<file path="src/rtl/nn_ram_pkg.sv">
// Shared definitions for the weight RAM fetch path: default widths, the layer
// index type and the fetch sequencer state encoding.
package nn_ram_pkg;

    localparam int DATA_W     = 16;
    localparam int ADDR_W     = 10;
    localparam int NUM_LAYERS = 3;

    typedef logic [1:0] layer_t;

    typedef enum logic [1:0] {
        ST_IDLE,
        ST_READ,
        ST_DRAIN,
        ST_FINISH
    } fetch_state_e;

    // Layer indices at or above NUM_LAYERS have no weights in RAM.
    function automatic logic layer_is_valid(input layer_t layer);
        return int'(layer) < NUM_LAYERS;
    endfunction

endpackage

</file>
<file path="src/rtl/weight_fetch_responder_if.sv">
// Bus bundle between the weight fetch responder, the network controller, the
// weight RAM read port and the neuron array weight input.
interface weight_fetch_responder_if #(
    parameter int DATA_W = nn_ram_pkg::DATA_W,
    parameter int ADDR_W = nn_ram_pkg::ADDR_W,
    parameter int IDX_W  = 4
);
    import nn_ram_pkg::*;

    logic              start;
    layer_t            layer;
    logic              ram_en;
    logic [ADDR_W-1:0] ram_addr;
    logic [DATA_W-1:0] ram_rdata;
    logic              wt_valid;
    logic [DATA_W-1:0] wt_data;
    logic [IDX_W-1:0]  wt_index;
    logic              done;
    logic              busy;
    logic              err;

    // Responder side.
    modport slave (
        input  start, layer, ram_rdata,
        output ram_en, ram_addr, wt_valid, wt_data, wt_index, done, busy, err
    );

    // Controller / RAM / neuron array side.
    modport master (
        output start, layer, ram_rdata,
        input  ram_en, ram_addr, wt_valid, wt_data, wt_index, done, busy, err
    );

endinterface

</file>
<file path="src/rtl/weight_fetch_responder_ram_read_align.sv">
// ram_read_align: lines the RAM read response up with its request. The read
// enable and word position are delayed one cycle to match the RAM latency;
// the read data passes straight through while valid and is held otherwise.
module ram_read_align #(
    parameter int DATA_W = 16,
    parameter int IDX_W  = 4
) (
    input  logic              clk,
    input  logic              reset,
    input  logic              en_i,
    input  logic [IDX_W-1:0]  idx_i,
    input  logic [DATA_W-1:0] rdata_i,
    output logic              valid_o,
    output logic [IDX_W-1:0]  index_o,
    output logic [DATA_W-1:0] data_o
);

    logic              valid_q;
    logic [IDX_W-1:0]  index_q;
    logic [DATA_W-1:0] hold_q;

    // Delay the request one cycle and keep the last delivered word.
    always_ff @(posedge clk) begin
        if (reset) begin
            valid_q <= 1'b0;
            index_q <= '0;
            hold_q  <= '0;
        end else begin
            valid_q <= en_i;
            if (en_i) begin
                index_q <= idx_i;
            end
            if (valid_q) begin
                hold_q <= rdata_i;
            end
        end
    end

    assign valid_o = valid_q;
    assign index_o = index_q;
    assign data_o  = valid_q ? rdata_i : hold_q;

endmodule

</file>
<file path="src/rtl/weight_fetch_responder.sv">
// weight_fetch_responder: on a start from the network controller, reads the
// WORDS_PER_LAYER weight words of the requested layer from RAM and streams
// them to the neuron array, then pulses done. An invalid layer finishes with
// err and no RAM traffic.
// Optional feature: define WEIGHT_FETCH_CHECKSUM_EN to add a checksum output
// carrying the modulo-2^DATA_W sum of the words of the last fetch.
module weight_fetch_responder #(
    parameter int DATA_W          = nn_ram_pkg::DATA_W,
    parameter int ADDR_W          = nn_ram_pkg::ADDR_W,
    parameter int WORDS_PER_LAYER = 16
) (
    input  logic                    clk,
    input  logic                    reset,
    weight_fetch_responder_if.slave bus
`ifdef WEIGHT_FETCH_CHECKSUM_EN
    ,
    output logic [DATA_W-1:0]       checksum
`endif
);
    import nn_ram_pkg::*;

    localparam int IDX_W = (WORDS_PER_LAYER > 1) ? $clog2(WORDS_PER_LAYER) : 1;
    localparam logic [IDX_W-1:0] K_LAST = IDX_W'(WORDS_PER_LAYER - 1);

    fetch_state_e      state_q, state_d;
    logic              ram_en_q, ram_en_d;
    logic [ADDR_W-1:0] ram_addr_q, ram_addr_d;
    logic [IDX_W-1:0]  k_q, k_d;
    logic              inval_q, inval_d;
    logic              wait_q, wait_d;

    logic              start_acc;
    logic [ADDR_W-1:0] base;
    logic              wt_valid;
    logic [IDX_W-1:0]  wt_index;
    logic [DATA_W-1:0] wt_data;

    assign start_acc = (state_q == ST_IDLE) && bus.start;
    // Layer base address; wraps naturally in ADDR_W bits.
    assign base      = ADDR_W'(int'(bus.layer) * WORDS_PER_LAYER);

    // Register the sequencer state and the RAM request outputs.
    // NOTE: sequential state uses non-blocking assignments so every register
    // samples the pre-edge values regardless of statement order.
    // NOTE: the address and index registers are reset too, because the RAM
    // and weight outputs must read zero straight out of reset.
    always_ff @(posedge clk) begin
        if (reset) begin
            state_q    <= ST_IDLE;
            ram_en_q   <= 1'b0;
            ram_addr_q <= '0;
            k_q        <= '0;
            inval_q    <= 1'b0;
            wait_q     <= 1'b0;
        end else begin
            state_q    <= state_d;
            ram_en_q   <= ram_en_d;
            ram_addr_q <= ram_addr_d;
            k_q        <= k_d;
            inval_q    <= inval_d;
            wait_q     <= wait_d;
        end
    end

    // Next-state and next request: issue one read per READ cycle, then drain.
    // NOTE: every signal gets a default before the case so no path leaves one
    // unassigned, which would otherwise infer a latch.
    always_comb begin
        state_d    = state_q;
        ram_en_d   = 1'b0;
        ram_addr_d = ram_addr_q;
        k_d        = k_q;
        inval_d    = inval_q;
        wait_d     = 1'b0;
        unique case (state_q)
            ST_IDLE: begin
                if (bus.start) begin
                    if (layer_is_valid(bus.layer)) begin
                        state_d    = ST_READ;
                        ram_en_d   = 1'b1;
                        ram_addr_d = base;
                        k_d        = '0;
                        inval_d    = 1'b0;
                    end else begin
                        // Invalid layer: spend one busy cycle in FINISH so
                        // done/err never land directly after start.
                        state_d = ST_FINISH;
                        inval_d = 1'b1;
                        wait_d  = 1'b1;
                    end
                end
            end
            ST_READ: begin
                if (k_q == K_LAST) begin
                    state_d = ST_DRAIN;
                end else begin
                    ram_en_d   = 1'b1;
                    ram_addr_d = ram_addr_q + ADDR_W'(1);
                    k_d        = k_q + IDX_W'(1);
                end
            end
            ST_DRAIN: begin
                state_d = ST_FINISH;
            end
            ST_FINISH: begin
                if (!wait_q) begin
                    state_d = ST_IDLE;
                end
            end
            default: begin
                state_d = ST_IDLE;
            end
        endcase
    end

    ram_read_align #(
        .DATA_W (DATA_W),
        .IDX_W  (IDX_W)
    ) u_align (
        .clk     (clk),
        .reset   (reset),
        .en_i    (ram_en_q),
        .idx_i   (k_q),
        .rdata_i (bus.ram_rdata),
        .valid_o (wt_valid),
        .index_o (wt_index),
        .data_o  (wt_data)
    );

    assign bus.ram_en   = ram_en_q;
    assign bus.ram_addr = ram_addr_q;
    assign bus.wt_valid = wt_valid;
    assign bus.wt_index = wt_index;
    assign bus.wt_data  = wt_data;
    assign bus.busy     = (state_q != ST_IDLE);
    assign bus.done     = (state_q == ST_FINISH) && !wait_q;
    assign bus.err      = (state_q == ST_FINISH) && !wait_q && inval_q;

`ifdef WEIGHT_FETCH_CHECKSUM_EN
    logic [DATA_W-1:0] csum_q;

    // Sum delivered words; cleared on every accepted start, held afterwards.
    always_ff @(posedge clk) begin
        if (reset) begin
            csum_q <= '0;
        end else if (start_acc) begin
            csum_q <= '0;
        end else if (wt_valid) begin
            csum_q <= csum_q + wt_data;
        end
    end

    assign checksum = csum_q;
`else
    // start_acc only feeds the checksum accumulator.
    logic unused_start_acc;
    assign unused_start_acc = start_acc;
`endif

endmodule

</file>
<file path="src/flat_wrapper.sv">
// flat-port wrapper written by rule: the top's interface ports become plain ports
module weight_fetch_responder_flat import nn_ram_pkg::*;
#(
    parameter int DATA_W          = nn_ram_pkg::DATA_W,
    parameter int ADDR_W          = nn_ram_pkg::ADDR_W,
    parameter int WORDS_PER_LAYER = 16
)
  (clk, reset, bus_start, bus_layer, bus_ram_rdata, bus_ram_en, bus_ram_addr, bus_wt_valid, bus_wt_data, bus_wt_index, bus_done, bus_busy, bus_err);
  weight_fetch_responder_if #(.DATA_W(DATA_W), .ADDR_W(ADDR_W), .IDX_W(($clog2((16))))) bus_i ();
  input  logic clk;
  input  logic reset;
  input wire logic [$bits(bus_i.start)-1:0] bus_start;
  input wire logic [$bits(bus_i.layer)-1:0] bus_layer;
  input wire logic [$bits(bus_i.ram_rdata)-1:0] bus_ram_rdata;
  output wire logic [$bits(bus_i.ram_en)-1:0] bus_ram_en;
  output wire logic [$bits(bus_i.ram_addr)-1:0] bus_ram_addr;
  output wire logic [$bits(bus_i.wt_valid)-1:0] bus_wt_valid;
  output wire logic [$bits(bus_i.wt_data)-1:0] bus_wt_data;
  output wire logic [$bits(bus_i.wt_index)-1:0] bus_wt_index;
  output wire logic [$bits(bus_i.done)-1:0] bus_done;
  output wire logic [$bits(bus_i.busy)-1:0] bus_busy;
  output wire logic [$bits(bus_i.err)-1:0] bus_err;
  assign bus_i.start = bus_start;
  assign bus_i.layer = bus_layer;
  assign bus_i.ram_rdata = bus_ram_rdata;
  assign bus_ram_en = bus_i.ram_en;
  assign bus_ram_addr = bus_i.ram_addr;
  assign bus_wt_valid = bus_i.wt_valid;
  assign bus_wt_data = bus_i.wt_data;
  assign bus_wt_index = bus_i.wt_index;
  assign bus_done = bus_i.done;
  assign bus_busy = bus_i.busy;
  assign bus_err = bus_i.err;
  weight_fetch_responder #(.DATA_W(DATA_W), .ADDR_W(ADDR_W), .WORDS_PER_LAYER(WORDS_PER_LAYER)) u_core (.clk(clk), .reset(reset), .bus(bus_i));
endmodule
</file>
<file path="config.mk">
export PLATFORM = sky130hd
export DESIGN_NAME = weight_fetch_responder_flat
export DESIGN_NICKNAME = d
export VERILOG_FILES = /design/src/rtl/nn_ram_pkg.sv /design/src/rtl/weight_fetch_responder_if.sv /design/src/rtl/weight_fetch_responder_ram_read_align.sv /design/src/rtl/weight_fetch_responder.sv /design/src/flat_wrapper.sv
export SDC_FILE = /design/constraint.sdc
export NUM_CORES = 1
export LEC_CHECK = 0
export ABC_AREA = 1
export BUFFER_PORTS_ARGS = -buffer_cell sky130_fd_sc_hd__buf_2
export CORE_ASPECT_RATIO = 1.2
export CORE_UTILIZATION = 38
export DETAILED_ROUTE_END_ITERATION = 7
export PLACE_DENSITY = 0.63
export SYNTH_ARGS = -nofsm -noshare
export SYNTH_HDL_FRONTEND = slang
export SYNTH_HIERARCHICAL = 1
export SYNTH_SLANG_ARGS = --single-unit
</file>
<file path="constraint.sdc">
create_clock -name clk -period 1.6 [get_ports clk]
set_input_delay 0.32 -clock clk [delete_from_list [all_inputs] [get_ports clk]]
set_output_delay 0.32 -clock clk [all_outputs]
set_load 0.02 [all_outputs]
</file>
Word level (Yosys, flattened, before mapping)
Cells that the tools add are included.
Widths: inputs -> output; s select.
{ "classes": {"bitwise_logic": 2, "order_cmp": 1, "mux": 19, "eq_ne": 9, "addsub": 2, "n_reduce_logical": 10} }
{ "ops": {"columns": ["op", "n"], "rows": [
  ["$mux 10", 3],
  ["$pmux 10 s2", 1],
  ["$mux 16", 1],
  ["$mux 4", 3],
  ["$add 10x1->10 const B", 1],
  ["$mux 2", 4],
  ["$ne 2x2->1 const B", 4],
  ["$pmux 2 s4", 1],
  ["$pmux 4 s2", 1],
  ["$add 4x1->4 const B", 1],
  ["$eq 2x2->1 const B", 2],
  ["$eq 4x4->1 const B", 1],
  ["$mux 1", 4],
  ["$reduce_and 4->1", 1],
  ["$reduce_bool 2->1", 2],
  ["$reduce_and 3->1", 1],
  ["$reduce_or 3->1", 1],
  ["$eq 2x1->1 const B", 1],
  ["$logic_and 1x1->1", 2],
  ["$logic_not 2->1", 1],
  ["$lt 2x2->1 const B", 1],
  ["$ne 2x1->1 const B", 1],
  ["$not 1->1", 2],
  ["$pmux 1 s2", 1],
  ["other kinds (2)", 2]
]} }
{ "totals": {"word_cells": 52, "out_inout_bits": 35, "regBits": 40, "in_bits": 21} }

Longest topological paths before layout
Gate-level depths: netlist of the first run.
{ "depth": {"depth_word": 4, "depth_mapped": 11} }

By module
The synthesis of the first run kept the hierarchy.
{ "by_module_without_submodules": {"columns": ["module", "n_inst", "area_each_um2", "cells_each"], "rows": [
  ["weight_fetch_responder", 1, 1041.0, 145],
  ["ram_read_align", 1, 1036.0, 154]
]} }

Worst setup path after synthesis of the first run
OpenSTA, ideal clock, no wires.
{ "synth_path": {"path_kind": "register -> register", "from": "reg u_core.state_q[0]", "to": "reg u_core.ram_addr_q[3] (netlist: u_core/bus.ram_addr[3])", "arrival_ns": 1.451, "setup_slack_ns": 0.034, "stages_incl_launch_ff": 10, "path_cell_list": "dfxtp_1 > inv_1 > ha_1 > inv_1 > nand2_1 > nand2_4 > nand2_4 > buf_6 > nor3b_2 > nor2_1"} }
{ "synth_between": {"elab_chain_len": 3} }
{ "synth_rtl": {"columns": ["item", "line", "source"], "rows": [
  ["from (decl)", "weight_fetch_responder.sv:25", "fetch_state_e state_q, state_d;"],
  ["from (signal assigned)", "weight_fetch_responder.sv:56", "state_q <= state_d;"],
  ["$eq 2x1->1 or $logic_not 2->1 (tied branches)", "weight_fetch_responder.sv:75", "unique case (state_q)"],
  ["$ne 2x2->1 (no source line) or $reduce_bool 2->1 (tied branches)", null, null],
  ["$reduce_and 4->1 (no source line)", null, null],
  ["to (signal assigned)", "weight_fetch_responder.sv:58", "ram_addr_q <= ram_addr_d;"],
  ["to (decl)", "weight_fetch_responder.sv:27", "logic [ADDR_W-1:0] ram_addr_q, ram_addr_d;"]
]} }
Several ways; a longest one is shown, not always the timed one.
A chain may end at the register's enable or synchronous reset.

Final worst setup path of the first run
{ "layout_path": {"from": "reg u_core.state_q[0]", "to": "out bus_err"} }
{ "layout_between": {"elab_chain_len": 3} }
{ "layout_rtl": {"columns": ["item", "line", "source"], "rows": [
  ["$eq 2x2->1", "weight_fetch_responder.sv:137", "assign bus.err = (state_q == ST_FINISH) && !wait_q && inval_q;"],
  ["$logic_and 1x1->1 (2 in a row)", "weight_fetch_responder.sv:137", null],
  ["to (decl)", "flat_wrapper.sv:22", "output wire logic [$bits(bus_i.err)-1:0] bus_err;"]
]} }
Every way passes these cells.

==> flow_summary.toml, run 1 <==
[critical_path]
r2r_slack_ps = 120
crit_fanout = 4
crit_type = "reg2out"
crit_required_ps = 1280
crit_path_start_kind = "flip-flop"
arrival_ps = 1190
crit_path_end_kind = "output pin"

[cells_and_area]
syn_to_final_growth_pct = 22.8
post-route-util = 0.485
regArea_um2 = 807
finalNonFillerCells = 419
layout_common_cells = "61 x inv_1, 61 x nand2_1, 53 x buf_2"
final_area_um2 = 2550
drive_gt1_frac = 0.322
fin_nets = 383
antenna_cells = 0
fillers = 510
multi_input_area_um2 = 970

[pwr]
pwr-share-seq = 0.354
p_leak_nw = 1.37
p_total_mw = 3.60
power.share.switching = 0.388
pwr-share-clk = 0.251
p_comb_frac = 0.396
internal_power_mw = 2.20
p_per_area_nw_per_um2 = 1410
switchingPower_mw = 1.40
ir_drop_uv = 676

[placed_design]
placed_cells = 411
pre_cts_ws_ps = 22.6
numPortBuffers = 55
place_hpwl_mm = 3.03
post_dp_cell_area_um2 = 2390
gp_congestion = 0.907

[detailed_routing]
vias = 1842
drc_errors = 0
wirelength_mm = 4.04
drtIter0Drc = 51
drt_pass1_iterations = 4
viasPerCell = 4.40
ant_nets = 0
route.detailed.wl_per_inst_um = 9.65

[clock_network]
clk-insertion-delay-late_ps = 290
cts_tree = "built"
h-tree-depth = 2
cts-root-buf = "clkbuf_8"
path_clk_slew_ps = 80
ctsHoldBuffers = 0
cts_buffers = 5
clock-sinks = 40
clockBufferDepth = 2

[timing]
final_max_slew_viol_count = 0
min_period_ps = 1510
fin_ws_ps = 89.4
setup_violations = 0
fmax_ghz = 0.662
slew_headroom = 0.822
fin_skew_ps = 7.15
hold_violations = 0
period_share = 0.944
whs_ps = 324
worstMarginPinSlew_ps = 266
timing.setup.tns_ps = 0

[die]
dieArea_um2 = 5770
num_rows = 29
initial_utilization = 0.395
core_um2 = 5260
io_pins = 56
die_h_um = 83.0
dieWidth_um = 69.5

[synth]
synth_cells = 299
synth_cell_types = 24
yosysTopAreaCellShare = 0.386
syn-mean-instance-area_um2 = 6.95
seq_area_frac_synth = 0.386
synth_seq_cells = 40
post-synth-top-area-cell = "dfxtp_1"
syn-cell-area_um2 = 2080
ys_warn_count = 6
synth_nets = 326
synthTopCellsByArea = "dfxtp_1 39%, inv_1 11%, nand2_1 11%"

[run]
drv_cap = 0

[grt]
grt_use_total = 0.150
first_global_vias = 1707
antenna_found_initial = 0
grt_max_degree = 17
grt_pass1_wl_mm = 7.22
grt-ovfl-total = 0

[run_status]
outcome = "finished, final reports clean"

[min_path]
hp-class = "in2reg"
critical path, cell delays in order (launching register included):
cell and delay [ps]:
dfxtp_2 360, ha_1 170, inv_1 60, nor3b_2 150
buf_4 160
final cells by class:
type                       instances  area share
sequential                        40       0.316
tap                               62      0.0304
multi-input combinational        185       0.380
clock inverter                     1      0.0118
timing repair buffer              58       0.124
inverter                          66       0.100
clock buffer                       7      0.0378
cell families after synthesis:
kind of cell    synth area share
xor+xnor                 0.00422
simple gates               0.336
fa+ha+maj                 0.0361
compound gates            0.0807
flops                      0.386
buf+inv                    0.157
power groups by stage:
| stage | Clock, mW | Sequential, mW | Combinational (mW) |
|---|---|---|---|
| 2_1_floorplan | 0 | 1.35 | 1.00 |
| 3_3_place_gp | 0 | 1.29 | 1.38 |
| 3_5_place_dp | 0 | 1.29 | 1.40 |
| 4_1_cts | 0.934 | 1.27 | 1.40 |
| 5_1_grt | 0.962 | 1.30 | 1.58 |
| 6_report | 0.902 | 1.27 | 1.42 |
flip-flops by register name, indices dropped and copies added (netlist names):
| name | cells |
|---|---|
| u_core/state_q | 2 |
| u_core/k_q | 4 |
| u_core/inval_q | 1 |
| u_core/wait_q | 1 |
| u_core/u_align/index_o | 4 |
| u_core/u_align/valid_o | 1 |
| u_core/bus.ram_addr | 10 |
| u_core/bus.ram_en | 1 |
| u_core/u_align/hold_q | 16 |
Yosys cell counts, drive strengths merged:
master,n
dfxtp,40
buf,8
nor3,4
xor2,1
a21oi,15
nor3b,5
nor2,40
nand3,12
nand4,1
o21bai,3
ha,6
o21ai,14
nand2,84
inv,66
final timing paths:
check                             from                   endpoint  cells after the start
max                  u_core/state_q[0]                    bus_err                      4
min                          bus_start              u_core/wait_q                      3
max reg2reg          u_core/state_q[0]     u_core/bus.ram_addr[6]                     11
min reg2reg  u_core/u_align/index_o[1]  u_core/u_align/index_o[1]                      2
timing repair:
item / in CTS / in global routing
setup buffers: 0 / 0
gates resized for setup: 2 / 14
endpoints found under the hold margin: 0 / 0
setup endpoints to repair: 18 / 19
routing by layer:
layer,share of wire,GRT usage,up-vias
met4,0.021,0.0649,0
met1,0.45,0.175,783
met2,0.47,0.256,46
met5,0,0,-
li1,-,-,1004
met3,0.056,0.0413,9
No activity file was read; power rests on OpenSTA's default activity.
==> run 2, diff against run 1 <==
==> constraint.sdc (replaced) <==
create_clock -name clk -period 1.6 [get_ports clk]
set_input_delay 0.08 -clock clk [delete_from_list [all_inputs] [get_ports clk]]
set_output_delay 0.08 -clock clk [all_outputs]
set_load 0.02 [all_outputs]
==> run 2 against run 1 <==
  * Clock skew is 1.5 ps lower
  * Combinational power about the same
  * Sequential share of layout area rose by 0.28 points
  * Utilization fell by 0.64 points
  * Clock-buffer cell count is 1 lower
  * Total power down 2.4%
  * Largest cell class unchanged
  * Highest routed layer unchanged
==> flow_summary.toml, run 2 (same netlist as run 1, synthesis figures left out) <==
[run_status]
outcome = "finished, final reports clean"

[critical_path]
crit_path_start_kind = "flip-flop"
arrival_ps = 1660
crit_slowest_cell = "dfxtp_2"
crit_type = "reg2reg"
path_buf_inv = 2
crit_path_end_kind = "flip-flop"
critPathTopFamily = "simple AND/OR/NAND/NOR gates"
crit_path_max_incr_delay_ps = 340
crit_required_ps = 1780
crit_chain = "inv_1, ha_2, nand2_1, inv_2, nand2_2, nand2_4, nand3_1, nor3b_2, nor2_1"
crit_fanout = 4

[placed_design]
post_dp_cell_area_um2 = 2380
gp_congestion = 0.906
placed_cells = 411
pre_cts_ws_ps = 18.1
numPortBuffers = 55
place_hpwl_mm = 3.04

[detailed_routing]
viasPerCell = 4.48
drt_pass1_iterations = 4
drc_errors = 0
wirelength_mm = 4.09
drtIter0Drc = 55
vias = 1881
route.detailed.wl_per_inst_um = 9.73
ant_nets = 0

[clock_network]
cts_buffers = 5
clk-insertion-delay-late_ps = 290
clock-sinks = 40
cts_tree = "built"
h-tree-depth = 2
path_clk_slew_ps = 70
clockBufferDepth = 2
ctsHoldBuffers = 0
cts-root-buf = "clkbuf_8"

[pwr]
ir_drop_uv = 774
p_per_area_nw_per_um2 = 1390
p_leak_nw = 1.36
p_total_mw = 3.51

[die]
initial_utilization = 0.395
core_um2 = 5260
die_h_um = 83.0
num_rows = 29
dieWidth_um = 69.5
io_pins = 56
dieArea_um2 = 5770

[cells_and_area]
regMostFlops = "u_core/u_align/hold_q"
syn_to_final_growth_pct = 21.2
drive_gt1_frac = 0.313
layout_common_cells = "61 x inv_1, 61 x nand2_1, 55 x buf_2"
fillers = 554
post-route-util = 0.478
antenna_cells = 0
finalNonFillerCells = 420
fin_nets = 384
largest_register_ffs = 16
final_area_um2 = 2520

[grt]
grt_max_degree = 27
first_global_vias = 1633
grt-ovfl-total = 0
grt_pass1_wl_mm = 7.03
grt_use_total = 0.147
antenna_found_initial = 0

[timing]
fin_skew_ps = 5.66
period_share = 0.922
setup_violations = 0
min_period_ps = 1480
slew_headroom = 0.776
fin_ws_ps = 125
whs_ps = 95.7
worstMarginPinSlew_ps = 337
timing.setup.tns_ps = 0
fmax_ghz = 0.678
rsz0062_at_grt = "yes"
final_max_slew_viol_count = 0
hold_violations = 0

[min_path]
hp-class = "in2reg"

[run]
drv_cap = 0
## run 2: cell count changes in the layout (fill, tap and decap cells not counted), moves of 2 or more
cell      change
buf_2         +2
clkbuf_8      -2
nor3b_1       +2
nor3b_2       -2
## run 2: report_power, final
part | switching (mW) | internal, mW | total, mW
clock network | 0.340 | 0.463 | 0.803
logic | 0.952 | 0.484 | 1.44
registers | 0.106 | 1.17 | 1.27
## run 2: metal layers
metal | up-vias | GRT usage | part of all wire
li1 | 1008 | - | -
met1 | 812 | 0.174 | 0.45
met2 | 55 | 0.257 | 0.48
met3 | 6 | 0.0352 | 0.057
met4 | 0 | 0.0538 | 0.013
met5 | - | 0 | 0
## run 2: area by class of cell
type / count / area, µm² / area share
Clock buffer: 6 / 72.6 / 0.0288
Clock inverter: 2 / 35.0 / 0.0139
Inverter: 66 / 255 / 0.101
Multi-Input combinational cell: 185 / 968 / 0.385
Sequential cell: 40 / 803 / 0.319
Tap cell: 62 / 77.6 / 0.0308
Timing Repair Buffer: 59 / 305 / 0.121
## run 2: path summary, 6_finish.rpt
check / startpoint / end / slack, ps / depth (start not counted)
worst max-delay path: u_core/state_q[1] / u_core/bus.ram_addr[7] / 120 / 9
worst min-delay path: bus_start / u_core/wait_q / 100 / 3
worst max register to register: u_core/state_q[1] / u_core/bus.ram_addr[7] / 120 / 9
worst min register to register: u_core/bus.ram_addr[1] / u_core/bus.ram_addr[1] / 500 / 2
## run 2: worst min-delay path, stage by stage
cell	delay, ps
buf_2	110
nand2_1	90
nor3_1	60
## run 2: timing repair
action                     in CTS  in global routing
setup endpoints to repair       0                 12
setup buffers                   0                  1
resized for setup               0                 11
